## config.mk

```make
export PLATFORM = sky130hd
export DESIGN_NAME = rpsc_hv_sequencer
export DESIGN_NICKNAME = d
export VERILOG_FILES = /design/src/rtl/rpsc_hv_sequencer.sv
export SDC_FILE = /design/constraint.sdc
export NUM_CORES = 1
export LEC_CHECK = 0
export BUFFER_PORTS_ARGS = -buffer_cell sky130_fd_sc_hd__buf_4
export CAP_MARGIN = 20
export CORE_UTILIZATION = 40
export DETAILED_ROUTE_END_ITERATION = 6
export MAX_ROUTING_LAYER = met4
export PLACE_DENSITY = 0.56
export SLEW_MARGIN = 10
export SYNTH_ARGS = -nofsm -noshare
export SYNTH_HDL_FRONTEND = slang
export SYNTH_SLANG_ARGS = --single-unit
```

## constraint.sdc

```tcl
create_clock -name clk -period 3.8 [get_ports clk]
set_input_delay 0.38 -clock clk [delete_from_list [all_inputs] [get_ports clk]]
set_output_delay 0.38 -clock clk [all_outputs]
set_load 0.05 [all_outputs]
```

## src/rtl/rpsc_hv_sequencer.sv

```systemverilog
// RPSC HV sequencer: brings up G1 then anode, shuts down anode-first, and trips both on interlock loss.
// Outputs decode registered state only (1-cycle response to inputs); no backpressure, inputs sampled every cycle.
module rpsc_hv_sequencer #(
    parameter int CNT_WIDTH     = 22,
    parameter int G1_TIMEOUT    = 2343750,
    parameter int AN_TIMEOUT    = 3125000,
    parameter int SETTLE_CYC    = 78125,
    parameter int DISCHARGE_CYC = 390625
) (
    input  logic       clk,
    input  logic       reset,
    input  logic       start,
    input  logic       stop,
    input  logic       clear_fault,
    input  logic       emergency,
    input  logic       g1_perm,
    input  logic       an_perm,
    input  logic       g1_ok,
    input  logic       an_ok,
    output logic       g1_on,
    output logic       an_on,
    output logic [2:0] state,
    output logic       fault,
    output logic [2:0] fault_code
);

    typedef enum logic [2:0] {
        ST_IDLE     = 3'd0,
        ST_G1_WAIT  = 3'd1,
        ST_AN_WAIT  = 3'd2,
        ST_RUN      = 3'd3,
        ST_SHUTDOWN = 3'd4,
        ST_FAULT    = 3'd5
    } state_e;

    localparam logic [CNT_WIDTH-1:0] G1_LAST  = CNT_WIDTH'(G1_TIMEOUT - 1);
    localparam logic [CNT_WIDTH-1:0] AN_LAST  = CNT_WIDTH'(AN_TIMEOUT - 1);
    localparam logic [CNT_WIDTH-1:0] SET_LAST = CNT_WIDTH'(SETTLE_CYC - 1);
    localparam logic [CNT_WIDTH-1:0] DIS_LAST = CNT_WIDTH'(DISCHARGE_CYC - 1);
    localparam logic [CNT_WIDTH-1:0] CNT_MAX  = {CNT_WIDTH{1'b1}};
    localparam logic [CNT_WIDTH-1:0] CNT_ONE  = CNT_WIDTH'(1);

    state_e                 state_q, state_d;
    logic [CNT_WIDTH-1:0]   tcnt_q, tcnt_d;
    logic [CNT_WIDTH-1:0]   scnt_q, scnt_d;
    logic [2:0]             fault_code_q, fault_code_d;

    logic                   in_idle, in_g1w, in_anw, in_run, in_shd, in_flt;
    logic                   g1_active, an_active;
    logic                   mon_ok;
    logic                   g1_adv, an_adv;
    logic [2:0]             cause;

    assign in_idle   = (state_q == ST_IDLE);
    assign in_g1w    = (state_q == ST_G1_WAIT);
    assign in_anw    = (state_q == ST_AN_WAIT);
    assign in_run    = (state_q == ST_RUN);
    assign in_shd    = (state_q == ST_SHUTDOWN);
    assign in_flt    = (state_q == ST_FAULT);
    assign g1_active = in_g1w | in_anw | in_run | in_shd;
    assign an_active = in_anw | in_run;

    // Settle counter follows the feedback of whichever supply is currently ramping.
    assign mon_ok = (in_g1w & g1_ok) | (in_anw & an_ok);
    assign g1_adv = in_g1w & g1_ok & (scnt_q == SET_LAST);
    assign an_adv = in_anw & an_ok & (scnt_q == SET_LAST);

    always_comb begin
        cause = 3'd0;
        if ((in_idle | g1_active) && emergency) begin
            cause = 3'd1;
        end else if (g1_active && !g1_perm) begin
            cause = 3'd2;
        end else if (an_active && !an_perm) begin
            cause = 3'd3;
        end else if (in_g1w && (tcnt_q == G1_LAST) && !g1_adv) begin
            cause = 3'd4;
        end else if (in_anw && (tcnt_q == AN_LAST) && !an_adv) begin
            cause = 3'd5;
        end else if (an_active && !g1_ok) begin
            cause = 3'd6;
        end else if (in_run && !an_ok) begin
            cause = 3'd7;
        end
    end

    always_comb begin
        state_d      = state_q;
        fault_code_d = fault_code_q;

        if (cause != 3'd0) begin
            state_d      = ST_FAULT;
            fault_code_d = cause;
        end else begin
            case (state_q)
                ST_IDLE: begin
                    if (start && g1_perm && an_perm && !emergency) begin
                        state_d = ST_G1_WAIT;
                    end
                end
                ST_G1_WAIT: begin
                    if (stop) begin
                        state_d = ST_SHUTDOWN;
                    end else if (g1_adv) begin
                        state_d = ST_AN_WAIT;
                    end
                end
                ST_AN_WAIT: begin
                    if (stop) begin
                        state_d = ST_SHUTDOWN;
                    end else if (an_adv) begin
                        state_d = ST_RUN;
                    end
                end
                ST_RUN: begin
                    if (stop) begin
                        state_d = ST_SHUTDOWN;
                    end
                end
                ST_SHUTDOWN: begin
                    if (tcnt_q == DIS_LAST) begin
                        state_d = ST_IDLE;
                    end
                end
                ST_FAULT: begin
                    // Clear is unconditional; a still-present cause re-trips from IDLE or on the next start.
                    if (clear_fault) begin
                        state_d      = ST_IDLE;
                        fault_code_d = 3'd0;
                    end
                end
                default: begin
                    state_d = ST_IDLE;
                end
            endcase
        end
    end

    always_comb begin
        tcnt_d = CNT_MAX;
        scnt_d = CNT_MAX;
        if (state_d != state_q) begin
            tcnt_d = '0;
            scnt_d = '0;
        end else begin
            tcnt_d = (tcnt_q == CNT_MAX) ? tcnt_q : (tcnt_q + CNT_ONE);
            if (!mon_ok) begin
                scnt_d = '0;
            end else begin
                scnt_d = (scnt_q == CNT_MAX) ? scnt_q : (scnt_q + CNT_ONE);
            end
        end
    end

    always_ff @(posedge clk or negedge reset) begin
        if (!reset) begin
            state_q      <= ST_IDLE;
            tcnt_q       <= '0;
            scnt_q       <= '0;
            fault_code_q <= 3'd0;
        end else begin
            state_q      <= state_d;
            tcnt_q       <= tcnt_d;
            scnt_q       <= scnt_d;
            fault_code_q <= fault_code_d;
        end
    end

    assign g1_on      = g1_active;
    assign an_on      = an_active;
    assign fault      = in_flt;
    assign state      = state_q;
    assign fault_code = fault_code_q;

endmodule

```

### Yosys cells after proc, flatten, opt, wreduce, memory -nomap -nowiden

Cells that the tools add are included.
W data, S select, Z words.

* output and inout bits: 9
* word-level logic and storage cells: 79
* flip-flop bits (word level): 50
* input bits: 10

* add/sub/neg operators: 2
* eq/ne operators: 14
* muxes and demuxes: 25
* bitwise operators: 10
* reduce and logical (&&, ||, !) cells: 24

Operators by type and width (number)
* $mux W22: 5
* $eq A22 B22 Y1 const B: 4
* $mux W3: 19
* $add A22 B1 Y22 const B: 2
* $eq A22 B17 Y1 const B: 1
* $eq A22 B19 Y1 const B: 1
* $pmux W3 S6: 1
* $logic_and A1 B1 Y1: 12
* $logic_not A1 Y1: 7
* $eq A3 B2 Y1 const B: 2
* $eq A3 B3 Y1 const B: 2
* $or A1 B1 Y1: 6
* $and A1 B1 Y1: 4
* $reduce_bool A2 Y1: 2
* $eq A3 B1 Y1 const B: 1
* $logic_not A3 Y1: 1
* $ne A3 B3 Y1: 1
* $ne A3 B3 Y1 const B: 1
* $reduce_bool A3 Y1: 1
* $ne A2 B2 Y1 const B: 1
* $reduce_and A2 Y1: 1

### Logic depth before layout (Yosys ltp)

* depth in word-level cells: 14
* gate-level depth with buffers: 10

### Worst setup path after synthesis

Ideal clock, no wire load.

* path type: register to register
* start point: register state_q[0], in the netlist state[0]
* end point: register scnt_q[12]
* clock period less this slack: 2893 ps
* cell stages (with the launch flop): 9
* buffers on the path: 1
* slack: 907 ps
* arrival time: 2757 ps
* cells stage by stage: dfrtp_1 > or4bb_1 > or3_1 > o2111ai_1 > nand3b_2 > or3_4 > a2bb2oi_4 > buf_6 > nor3_1

* longest elaborated chain between the ends: 14
* elaborated cells on any way between the ends: 49
* those cells by class: 7 x eq/ne; 19 x mux; 10 x bitwise; 13 x reduce/logical

Ends and longest elaborated chain
* start, declared: line 43 `state_e state_q, state_d;`
* start signal, assigned: line 162 `state_q <= state_d;`
* $eq A3 B2 Y1: line 56, 95
* $and A1 B1 Y1 (2 in series): line 66 `assign an_adv = in_anw & an_ok & (scnt_q == SET_LAST);`
* $logic_not A1 Y1: line 78 `end else if (in_anw && (tcnt_q == AN_LAST) && !an_adv) begin`
* $logic_and A1 B1 Y1: line 78
* $mux W3: line 78
* $mux W3: line 76 `end else if (in_g1w && (tcnt_q == G1_LAST) && !g1_adv) begin`
* $mux W3: line 74 `end else if (an_active && !an_perm) begin`
* $mux W3: line 72 `end else if (g1_active && !g1_perm) begin`
* $mux W3: line 70 `if ((in_idle | g1_active) && emergency) begin`
* $reduce_bool A3 Y1: line 91 `if (cause != 3'd0) begin`
* $mux W3 (*): line 91
* named net state_d[2]: line 43
* $ne A3 B3 Y1 (*): line 142 `if (state_d != state_q) begin`
* $ne A3 B3 Y1 (no line) / $mux W22 (equally long branches)
* end signal, assigned: line 164 `scnt_q <= scnt_d;`
* end, declared: line 45 `logic [CNT_WIDTH-1:0] scnt_q, scnt_d;`

Mark *: on every way through the listed nets, which the timed path passes. The rest lies on a longest branch.
A chain may end at the register's enable or synchronous reset.

### Final worst setup path

* start point: register scnt_q[18]
* end point: register scnt_q[16]

* longest elaborated chain between the ends: 13
* elaborated cells on any way between the ends: 23
* those cells by class: 4 x eq/ne; 12 x mux; 2 x bitwise; 5 x reduce/logical

Ends and longest elaborated chain (line)
* $eq A22 B17 Y1 (*): 65, 66
* $and A1 B1 Y1: 66
* $logic_not A1 Y1: 78
* $logic_and A1 B1 Y1: 78
* $mux W3: 78
* $mux W3: 76
* $mux W3: 74
* $mux W3: 72
* $mux W3: 70
* $reduce_bool A3 Y1: 91
* $mux W3 (*): 91
* named net state_d[2]: 43
* $ne A3 B3 Y1 (*): 142
* $ne A3 B3 Y1 (no line) / $mux W22 (equally long branches)

Marks and branches as above.

==> metrics.yaml <==
area_growth_pct: 10.57
place_inst: 479
grt_max_degree: 51
total_power_w: 0.001738
ys_seq_area_frac: 0.3885
finalSetupViolations: 0
status: "complete, no violations"
synth.avg_cell_area_um2: 8.752
crit_path_start: "scnt_q[18]"
via_count: 2779
start_util: 0.4146
yosys_most_used_dff: "dfrtp_1"
start_kind: "flip-flop"
grt_pass1_vias: 2802
comb_power_share: 0.457
wirelength_met1_um: 3661
overflow: 0
htree_levels: 2
die_w_um: 91.73
wl_met3_um: 272
ys_top_cells_by_count: "50 x dfrtp_1, 43 x nand2_1, 40 x nor3_1, 24 x nor2_1, 22 x nand3_1"
io_buffers: 18
yosysTopAreaCellShare: 0.3885
syn_area_um2: 3221
finalClockSkew_ps: 6.384
power_frac_seq: 0.349
path_clk_slew_ps: 100
vias_per_cell: 5.706
slew_violations: 0
yosys-top-cells-area: "dfrtp_1 39%, nor3_1 6.2%, nand2_1 5.0%"
p_switching_w: 0.0007780
finalCriticalPeriod_ps: 3237
synth_nets: 383
r2r_start: "scnt_q[18]"
internal_power_w: 0.0009602
drt_iter0_drc: 113
rows: 32
yosysMostFrequentCell: "dfrtp_1"
layout-drive-gt1-share: 0.1195
tritoncts: "yes"
wire_per_inst_um: 15.78
relSlewSlack: 0.4080
r2r_cells: 8
clk_latency_ps: 310
fin_cells: 487
drv_cap: 0
path_class: "reg2reg"
clock-root-buffer: "clkbuf_8"
dieHeight_um: 91.73
grt_antenna_before_repair: 0
synthCells: 368
min_period_over_period: 0.8517
worstMarginPinSlew_ps: 865.6
p_sw_frac: 0.4476
hold_viol_final: 0
crit_arrival_ps: 3400
vdd_drop_max_mv: 0.2796
die_area_um2: 8414
yosysWarnings: 0
rsz0062_at_grt: "no"
cts_made_buffers: 5
p_per_area_nw_per_um2: 488.1
synth-seq-cells: 50
drc: 0
cts_setup_buffers: 0
ant_nets: 0
grt_pass1_wl_um: 13430
cts.path.max_buffers: 2
hpwlAfterDp_um: 5338
r2r_slack_ps: 560
hold_class: "in2async"
synth_cell_types: 56
setup-tns-final_ps: 0
diodes: 0
synth_edf_count: 0
nets: 399
highest_layer: "met4"
coreArea_um2: 7767
first_pass_iters: 4
grt_use_total: 0.2038
routabilityCongestion: 0.8389
wl_met2_um: 3541
r2r_end: "scnt_q[16]"
io_pins: 19
ctsHoldBuffers: 0
numClockSinks: 50
clockPowerShare: 0.194
crit_required_ps: 3970
fmax_mhz: 309.0
crit_path_end_kind: "flip-flop"
async_reset_ff_frac: 1.000
synth_largest_area_cell: "dfrtp_1"
cts_resized: 0
cp_max_fo: 34
p_leak_nw: 1.383
drt_wl_total_um: 7684
-- cell families (layout without fill, tap and decap cells) --
logic type               Yosys count  count (layout)  share of synthesized area
multiplexers                       1               1                   0.003108
flip-flops                        50              50                     0.3885
AO/OA/AOI/OAI                     40              40                    0.09480
AND/OR/NAND/NOR                  210             210                     0.3582
adder cells (fa/ha/maj)            5               5                    0.01943
XOR/XNOR                          35              35                    0.09518
buffers and inverters             27              44                    0.04079
-- flip-flops by register name (all words and copies together) (netlist names) --
signal / cells
scnt_q: 22
tcnt_q: 22
fault_code: 3
state: 3
-- final cells by class --
cell class	instances	area [um^2]
Clock buffer	6	82.58
Timing Repair Buffer	25	200.2
Fill cell	789	4207
Multi-Input combinational cell	291	1846
Sequential cell	50	1251
Clock inverter	2	12.51
Inverter	11	41.29
Tap cell	102	127.6
-- routing by layer --
layer,track usage,up-vias
met5,-,-
met4,0.08594,0
met3,0.03400,21
met2,0.3170,58
met1,0.2640,1340
li1,-,1360
-- cells in the final DEF, fill, tap and decap left out, types with 5 or more instances in the layout --
cell type	instances
dfrtp_1	50
nand2_1	43
nor3_1	40
nor2_1	24
buf_4	24
nand3_1	22
nand4_1	17
xnor2_1	17
xor2_1	17
inv_1	11
and3_1	10
a21oi_1	9
nor4_1	7
and2_1	6
nand2b_1	6
o21ai_0	6
clkbuf_8	6
ha_1	5
-- worst max-delay path by stage --
stage / end
after floorplan: scnt_q[12]
after global placement: tcnt_q[11]
after detailed placement: tcnt_q[18]
after CTS: tcnt_q[10]
after global routing: tcnt_q[10]
final: scnt_q[16]
-- stage by stage --
stage	hold WS (ps)	instance area, um^2	utilization	worst slack (ps)
detailed placement	467.0	3466	0.4462	533.9
CTS	130.4	3561	0.4584	522.5
global route	162.2	3561	0.4584	362.2
finish	97.92	3561	0.4584	563.4
global placement	467.1	3466	0.4462	604.7
floorplan	84.41	3221	-	907.0
-- worst max-delay path: stages, from the launching register on --
cell and delay (ps):
dfrtp_1 430, or4_4 570, or4_4 520, o311ai_2 290, nand3b_2 180, or3_4 440
a2bb2oi_4 340, buf_12 250, nor3_1 70
-- power by group through the flow --
stage | Sequential (W) | Combinational (W) | Clock (W)
6_report | 0.000606 | 0.000794 | 0.000338
5_1_grt | 0.000615 | 0.000857 | 0.000370
4_1_cts | 0.000605 | 0.000810 | 0.000352
3_5_place_dp | 0.000616 | 0.000808 | 0
3_3_place_gp | 0.000616 | 0.000802 | 0
2_1_floorplan | 0.000670 | 0.000525 | 0
Note: power is estimated with default switching activity, not from simulation.
